$ cat config.mk
export PLATFORM = sky130hd
export DESIGN_NAME = bus_door_sensor_flat
export DESIGN_NICKNAME = d
export VERILOG_FILES = /design/src/rtl/smart_commute_pkg.sv /design/src/rtl/bus_door_sensor_if.sv /design/src/rtl/beam_debounce.sv /design/src/rtl/bus_door_sensor.sv /design/src/flat_wrapper.sv
export SDC_FILE = /design/constraint.sdc
export NUM_CORES = 1
export LEC_CHECK = 0
export CORE_ASPECT_RATIO = 1.2
export CORE_MARGIN = 2
export CORE_UTILIZATION = 57
export DETAILED_ROUTE_END_ITERATION = 16
export GPL_TIMING_DRIVEN = 0
export PLACE_DENSITY_LB_ADDON = 0.3
export SETUP_SLACK_MARGIN = 0.02
export SYNTH_ARGS = -nofsm -noshare
export SYNTH_HDL_FRONTEND = slang
export SYNTH_SLANG_ARGS = --single-unit
export TNS_END_PERCENT = 10
$ cat constraint.sdc
create_clock -name clk -period 2.78 [get_ports clk]
set_input_delay 0.278 -clock clk [delete_from_list [all_inputs] [get_ports clk]]
set_output_delay 0.278 -clock clk [all_outputs]
set_load 0.02 [all_outputs]
$ cat src/rtl/smart_commute_pkg.sv
// smart_commute_pkg: shared door FSM states and occupancy constants for the smart-commute path
// Ports: none (package).
package smart_commute_pkg;
    typedef enum logic [2:0] {IDLE, E1, E2, E3, X1, X2, X3, WAIT_CLR} door_state_t;
    localparam int BUS_CAPACITY = 30;
    localparam int OCC_W = 5;
endpackage

$ cat src/rtl/bus_door_sensor_if.sv
// bus_door_sensor_if: door sensor bundle between beam/occupancy sources and the step consumer
// Ports: beam_out_raw, beam_in_raw, occ_count (into the sensor); step, up, reject_full,
// reject_empty, fault (out of the sensor). slave = sensor side, master = environment side.
interface bus_door_sensor_if #(parameter int OCC_W = smart_commute_pkg::OCC_W);
    logic             beam_out_raw;
    logic             beam_in_raw;
    logic [OCC_W-1:0] occ_count;
    logic             step;
    logic             up;
    logic             reject_full;
    logic             reject_empty;
    logic             fault;
    modport master (output beam_out_raw, beam_in_raw, occ_count,
                    input  step, up, reject_full, reject_empty, fault);
    modport slave  (input  beam_out_raw, beam_in_raw, occ_count,
                    output step, up, reject_full, reject_empty, fault);
endinterface

$ cat src/rtl/beam_debounce.sv
// beam_debounce: two-flop synchroniser plus stability counter for one IR beam
// Ports: clk, reset (sync, active-high), raw (async beam, 1 = blocked), level (debounced beam).
module beam_debounce #(
    parameter int DEB_CYCLES = 16
) (
    input  logic clk,
    input  logic reset,
    input  logic raw,
    output logic level
);
    localparam int CW = $clog2(DEB_CYCLES + 1);
    logic          sync1_q, sync2_q;
    logic          level_q, level_d;
    logic [CW-1:0] cnt_q, cnt_d;
    logic          done;
    // The level flips on the DEB_CYCLES-th consecutive differing sample, giving 2 + DEB_CYCLES latency.
    always_comb begin
        done    = (sync2_q != level_q) && (cnt_q == CW'(DEB_CYCLES - 1));
        cnt_d   = (sync2_q == level_q || done) ? '0 : cnt_q + 1'b1;
        level_d = done ? sync2_q : level_q;
    end
    always_ff @(posedge clk) begin
        if (reset) begin
            sync1_q <= 1'b0;
            sync2_q <= 1'b0;
            cnt_q   <= '0;
            level_q <= 1'b0;
        end else begin
            sync1_q <= raw;
            sync2_q <= sync1_q;
            cnt_q   <= cnt_d;
            level_q <= level_d;
        end
    end
    assign level = level_q;
endmodule

$ cat src/rtl/bus_door_sensor.sv
// bus_door_sensor: decodes door beam-break order into gated entry/exit step pulses
// Ports: clk, reset (sync, active-high), bus (slave modport): beams and occ_count in;
// step/up event, reject_full/reject_empty pulses and fault level out.
module bus_door_sensor #(
    parameter int DEB_CYCLES = 16,
    parameter int TIMEOUT    = 50000,
    parameter int CAPACITY   = smart_commute_pkg::BUS_CAPACITY,
    parameter int OCC_W      = smart_commute_pkg::OCC_W
) (
    input logic              clk,
    input logic              reset,
    bus_door_sensor_if.slave bus
);
    import smart_commute_pkg::*;
    localparam int TW = $clog2(TIMEOUT + 1);
    logic          o, i, clr;
    door_state_t   state_q, state_d;
    logic [TW-1:0] tmo_q, tmo_d;
    logic          step_q, step_d, up_q, up_d;
    logic          rf_q, rf_d, re_q, re_d;
    logic          fault_q, fault_d;
    logic          tmo_hit, ent_done, ext_done, room, occupied, counting;
    beam_debounce #(.DEB_CYCLES(DEB_CYCLES)) u_deb_out (
        .clk(clk), .reset(reset), .raw(bus.beam_out_raw), .level(o)
    );
    beam_debounce #(.DEB_CYCLES(DEB_CYCLES)) u_deb_in (
        .clk(clk), .reset(reset), .raw(bus.beam_in_raw), .level(i)
    );
    always_comb begin
        clr     = !o && !i;
        // Fires on the TIMEOUT-th cycle spent in one decode state and overrides any normal move.
        tmo_hit = (state_q != IDLE) && (state_q != WAIT_CLR) && (tmo_q == TW'(TIMEOUT - 1));
        state_d = state_q;
        case (state_q)
            IDLE:    state_d = (o && !i) ? E1 : (!o && i) ? X1 : (o && i) ? WAIT_CLR : IDLE;
            E1:      state_d = (o && i) ? E2 : clr ? IDLE : E1;
            E2:      state_d = (!o && i) ? E3 : (o && !i) ? E1 : E2;
            E3:      state_d = clr ? IDLE : (o && i) ? E2 : E3;
            X1:      state_d = (o && i) ? X2 : clr ? IDLE : X1;
            X2:      state_d = (o && !i) ? X3 : (!o && i) ? X1 : X2;
            X3:      state_d = clr ? IDLE : (o && i) ? X2 : X3;
            default: state_d = clr ? IDLE : WAIT_CLR;
        endcase
        if (tmo_hit) state_d = WAIT_CLR;
        ent_done = !tmo_hit && (state_q == E3) && clr;
        ext_done = !tmo_hit && (state_q == X3) && clr;
        room     = bus.occ_count < OCC_W'(CAPACITY);
        occupied = bus.occ_count != '0;
        step_d   = (ent_done && room) || (ext_done && occupied);
        up_d     = (ent_done && room) ? 1'b1 : (ext_done && occupied) ? 1'b0 : up_q;
        rf_d     = ent_done && !room;
        re_d     = ext_done && !occupied;
        fault_d  = tmo_hit ? 1'b1 : (state_q == WAIT_CLR && clr) ? 1'b0 : fault_q;
        counting = (state_d == state_q) && (state_q != IDLE) && (state_q != WAIT_CLR);
        tmo_d    = counting ? tmo_q + 1'b1 : '0;
    end
    always_ff @(posedge clk) begin
        if (reset) begin
            state_q <= IDLE;
            tmo_q   <= '0;
            step_q  <= 1'b0;
            up_q    <= 1'b1;
            rf_q    <= 1'b0;
            re_q    <= 1'b0;
            fault_q <= 1'b0;
        end else begin
            state_q <= state_d;
            tmo_q   <= tmo_d;
            step_q  <= step_d;
            up_q    <= up_d;
            rf_q    <= rf_d;
            re_q    <= re_d;
            fault_q <= fault_d;
        end
    end
    assign bus.step         = step_q;
    assign bus.up           = up_q;
    assign bus.reject_full  = rf_q;
    assign bus.reject_empty = re_q;
    assign bus.fault        = fault_q;
endmodule

$ cat src/flat_wrapper.sv
// flat-port wrapper written by rule: the top's interface ports become plain ports
module bus_door_sensor_flat import smart_commute_pkg::*;
#(
    parameter int DEB_CYCLES = 16,
    parameter int TIMEOUT    = 50000,
    parameter int CAPACITY   = smart_commute_pkg::BUS_CAPACITY,
    parameter int OCC_W      = smart_commute_pkg::OCC_W
)
  (clk, reset, bus_beam_out_raw, bus_beam_in_raw, bus_occ_count, bus_step, bus_up, bus_reject_full, bus_reject_empty, bus_fault);
  bus_door_sensor_if #(.OCC_W(OCC_W)) bus_i ();
  input logic clk;
  input logic reset;
  input wire logic [$bits(bus_i.beam_out_raw)-1:0] bus_beam_out_raw;
  input wire logic [$bits(bus_i.beam_in_raw)-1:0] bus_beam_in_raw;
  input wire logic [$bits(bus_i.occ_count)-1:0] bus_occ_count;
  output wire logic [$bits(bus_i.step)-1:0] bus_step;
  output wire logic [$bits(bus_i.up)-1:0] bus_up;
  output wire logic [$bits(bus_i.reject_full)-1:0] bus_reject_full;
  output wire logic [$bits(bus_i.reject_empty)-1:0] bus_reject_empty;
  output wire logic [$bits(bus_i.fault)-1:0] bus_fault;
  assign bus_i.beam_out_raw = bus_beam_out_raw;
  assign bus_i.beam_in_raw = bus_beam_in_raw;
  assign bus_i.occ_count = bus_occ_count;
  assign bus_step = bus_i.step;
  assign bus_up = bus_i.up;
  assign bus_reject_full = bus_i.reject_full;
  assign bus_reject_empty = bus_i.reject_empty;
  assign bus_fault = bus_i.fault;
  bus_door_sensor #(.DEB_CYCLES(DEB_CYCLES), .TIMEOUT(TIMEOUT), .CAPACITY(CAPACITY), .OCC_W(OCC_W)) u_core (.clk(clk), .reset(reset), .bus(bus_i));
endmodule
==> metrics.yaml <==
final_layout:
  final_cell_count_no_fill: 264
  area_growth_syn_to_layout_pct: 15.4
  area_of_combinational_cells_with_multiple_inputs_sq_um: 1070
  fill_cells: 284
  leading_cell_types_in_the_layout_fill_and_taps_excluded: "sky130_fd_sc_hd__dfxtp_1, sky130_fd_sc_hd__nor2_1, sky130_fd_sc_hd__clkdlybuf4s50_1, sky130_fd_sc_hd__inv_1, sky130_fd_sc_hd__xor2_1"
  antenna_cells_inserted: 0
  post_route_cells_drive_above_1_share_pct: 13.2
  sequential_cell_area_sq_um: 801
  final_net_count: 246
  layout_commonest_cell: "sky130_fd_sc_hd__dfxtp_1"
place:
  io_buffers: 13
  dp_hpwl_um: 2580
  gp_congestion: 0.844
  placedCellCount: 256
clocking:
  cts.sink_count: 40
  cts.hold.buffers_added: 0
  cts_tree: "done"
  reg_clk_slew_reported_paths_ps: 70
  htreeDepth: 2
  cts.path.max_buffers: 2
  setup_buffers_after_cts: 0
  gates_resized_cts_repair: 0
  cts-buffers-inserted: 5
  clock_latency_ps: 280
  cts_root_buffer: "sky130_fd_sc_hd__clkbuf_8"
die:
  core_area_sq_um: 3310
  boundaryPins: 14
  die_w_um: 57.5
  floorplan.die_area_sq_um: 3930
  initial_util_pct: 59.2
  row_count: 23
  die-height_um: 68.2
sta:
  post-route-min-period_ps: 2300
  final.setup_skew_ps: 7.91
  final.period_utilization_pct: 82.9
  worstMarginPinSlew_ps: 511
  setup_violations: 0
  rsz0062_at_grt: "no"
  slew_headroom_pct: 65.4
  totalNegativeSetupSlack_ps: 0
  maxSlewViolCount: 0
  final_hold_violation_count: 0
  clock.fmax_mhz: 434
run_status:
  run_status: "completed"
synth:
  asr_flop_ratio_synth_pct: 0
  synthesis.instances: 206
  synth.distinct_cells: 41
  sequential_cell_area_fraction_in_the_yosys_report_pct: 40.8
  syn_area_per_cell_sq_um: 9.52
  ys_ff_latch: 40
  synth-edff-count: 0
  yosysWarnings: 0
  mappedNetlistArea_sq_um: 1960
  postSynthNetCount: 226
  synth_flop_cell: "sky130_fd_sc_hd__dfxtp_1"
power:
  p_seq_share_pct: 52.3
  cell_internal_pwr_w: 0.000907
  netSwitchingFraction_pct: 18.0
  combPwrFrac_pct: 2.1
  ir_drop_mv: 0.628
  netSwitchingPower_w: 0.000199
  clock_power_share_pct: 45.6
  power_density_relative_to_cell_area_nw_per_um2: 488
  power.static_leakage_nw: 0.799
global_route:
  grt_use_total_pct: 19.3
  global_route_wire_length_before_repair_um: 5820
  grt.overflow.total: 0
  grt_start_max_net_pins: 13
  antenna_violations_before_repair: 0
  grt_pass1_vias: 1401
setup_path:
  worst_ep_arrival_time_ps: 2480
  critical_path_peak_fanout: 10
  required_ps: 2950
  worst-r2r-setup-slack_ps: 480
  worstSetupEndpointType: "flop"
  crit_path_start_kind: "flop"
  worst-setup-path-type: "reg -> reg"
route:
  routedWlPerCell_um: 13.0
  drc_errors: 0
  route.vias.total: 1480
  drt-initial-drc-count: 32
  vias_per_cell: 5.61
  drt-total-wl_um: 3430
  drtAntennaViolNets: 0
  drt_first_pass_iters: 4
job:
  maxCapViolations: 0
min_path:
  min-delay-path-class: "reg -> reg"
-- through the flow --
stage / instance area, sq um / util [%] / setup slack, ps / total power, W / hold WS [ps]
floorplan: 1960 / - / 763 / 0.000599 / 406
global placement: 2140 / 64.6 / 506 / 0.000614 / 418
detailed placement: 2140 / 64.6 / 495 / 0.000615 / 435
CTS: 2260 / 68.4 / 469 / 0.00112 / 450
global route: 2260 / 68.4 / 246 / 0.00115 / 458
finish: 2260 / 68.4 / 476 / 0.00111 / 443
-- cells in the mapped netlist, types with 2 or more instances --
master	number	area [sq um]
sky130_fd_sc_hd__nor3_1	8	40.0
sky130_fd_sc_hd__a21oi_1	5	25.0
sky130_fd_sc_hd__buf_4	2	15.0
sky130_fd_sc_hd__inv_1	12	45.0
sky130_fd_sc_hd__ha_1	11	138
sky130_fd_sc_hd__nand3_1	10	50.1
sky130_fd_sc_hd__nand4_1	8	50.1
sky130_fd_sc_hd__nor2_1	21	78.8
sky130_fd_sc_hd__mux2i_1	3	30.0
sky130_fd_sc_hd__o21ai_1	2	10.0
sky130_fd_sc_hd__xnor2_1	8	70.1
sky130_fd_sc_hd__nor4_1	4	25.0
sky130_fd_sc_hd__or2_1	2	12.5
sky130_fd_sc_hd__nor2b_1	5	31.3
sky130_fd_sc_hd__dfxtp_1	40	801
sky130_fd_sc_hd__nor3_2	10	100
sky130_fd_sc_hd__o21ai_0	2	10.0
sky130_fd_sc_hd__nand2_1	11	41.3
sky130_fd_sc_hd__buf_6	2	22.5
sky130_fd_sc_hd__or3_1	3	18.8
sky130_fd_sc_hd__xor2_1	12	105
sky130_fd_sc_hd__and3_1	6	37.5
-- state kept, by name, indices dropped and copies added (netlist names) --
signal,count
u_core.state_q,3
u_core.bus.up,1
u_core.bus.reject_empty,1
u_core.bus.step,1
u_core.tmo_q,16
u_core.bus.reject_full,1
u_core.bus.fault,1
u_core.u_deb_out.sync2_q,1
u_core.u_deb_in.cnt_q,5
u_core.u_deb_in.sync2_q,1
u_core.u_deb_out.sync1_q,1
u_core.u_deb_in.level,1
u_core.u_deb_in.sync1_q,1
u_core.u_deb_out.cnt_q,5
u_core.u_deb_out.level,1
-- power by group through the flow --
| stage | sequential [W] | combinational [W] | clock [W] |
|---|---|---|---|
| 2_1_floorplan | 0.000591 | 0.00000870 | 0 |
| 3_3_place_gp | 0.000591 | 0.0000230 | 0 |
| 3_5_place_dp | 0.000591 | 0.0000237 | 0 |
| 4_1_cts | 0.000578 | 0.0000237 | 0.000517 |
| 5_1_grt | 0.000578 | 0.0000257 | 0.000545 |
| 6_report | 0.000578 | 0.0000237 | 0.000504 |
-- final timing paths --
kind,start,end,cells past startpoint
setup reg to reg,u_core.u_deb_in.level,u_core.tmo_q[14],8
hold / removal,u_core.u_deb_in.sync1_q,u_core.u_deb_in.sync2_q,1
hold reg to reg,u_core.u_deb_in.sync1_q,u_core.u_deb_in.sync2_q,1
setup / recovery,u_core.u_deb_in.level,u_core.tmo_q[14],8
-- area by class of cell --
cell class              instances  share of cell area, %
clock inverters                 1                   1.33
clock buffers                   7                   4.26
multi-input cells             148                   47.2
plain buffers                   6                   2.05
inverters                      12                   1.99
repair buffers                 13                   5.75
well taps                      37                   2.05
flip-flops and latches         40                   35.4
-- per-layer routing --
layer,vias up,global-route usage [%],share of wire (%)
li1,757,-,-
met5,-,0,0
met2,24,32.4,50
met4,0,9.88,1.7
met1,693,21.5,44
met3,6,7.18,4.0
-- logic make-up after synthesis --
group | after synthesis | share of synthesized area [%]
compound gates | 19 | 8.42
xor+xnor | 20 | 8.93
fa+ha+maj | 11 | 7.02
buf+inv | 18 | 4.66
flops | 40 | 40.8
mux | 3 | 1.53
simple gates | 95 | 28.6
-- critical path, stage by stage, from the launching register on --
cell and delay [ps]:
sky130_fd_sc_hd__dfxtp_1 430, sky130_fd_sc_hd__inv_1 130, sky130_fd_sc_hd__ha_1 350, sky130_fd_sc_hd__o311ai_1 460
sky130_fd_sc_hd__a211oi_2 140, sky130_fd_sc_hd__a32o_1 260, sky130_fd_sc_hd__o311ai_4 120, sky130_fd_sc_hd__buf_6 230
sky130_fd_sc_hd__nor3_2 60
Power figures use the tool's default switching activity.
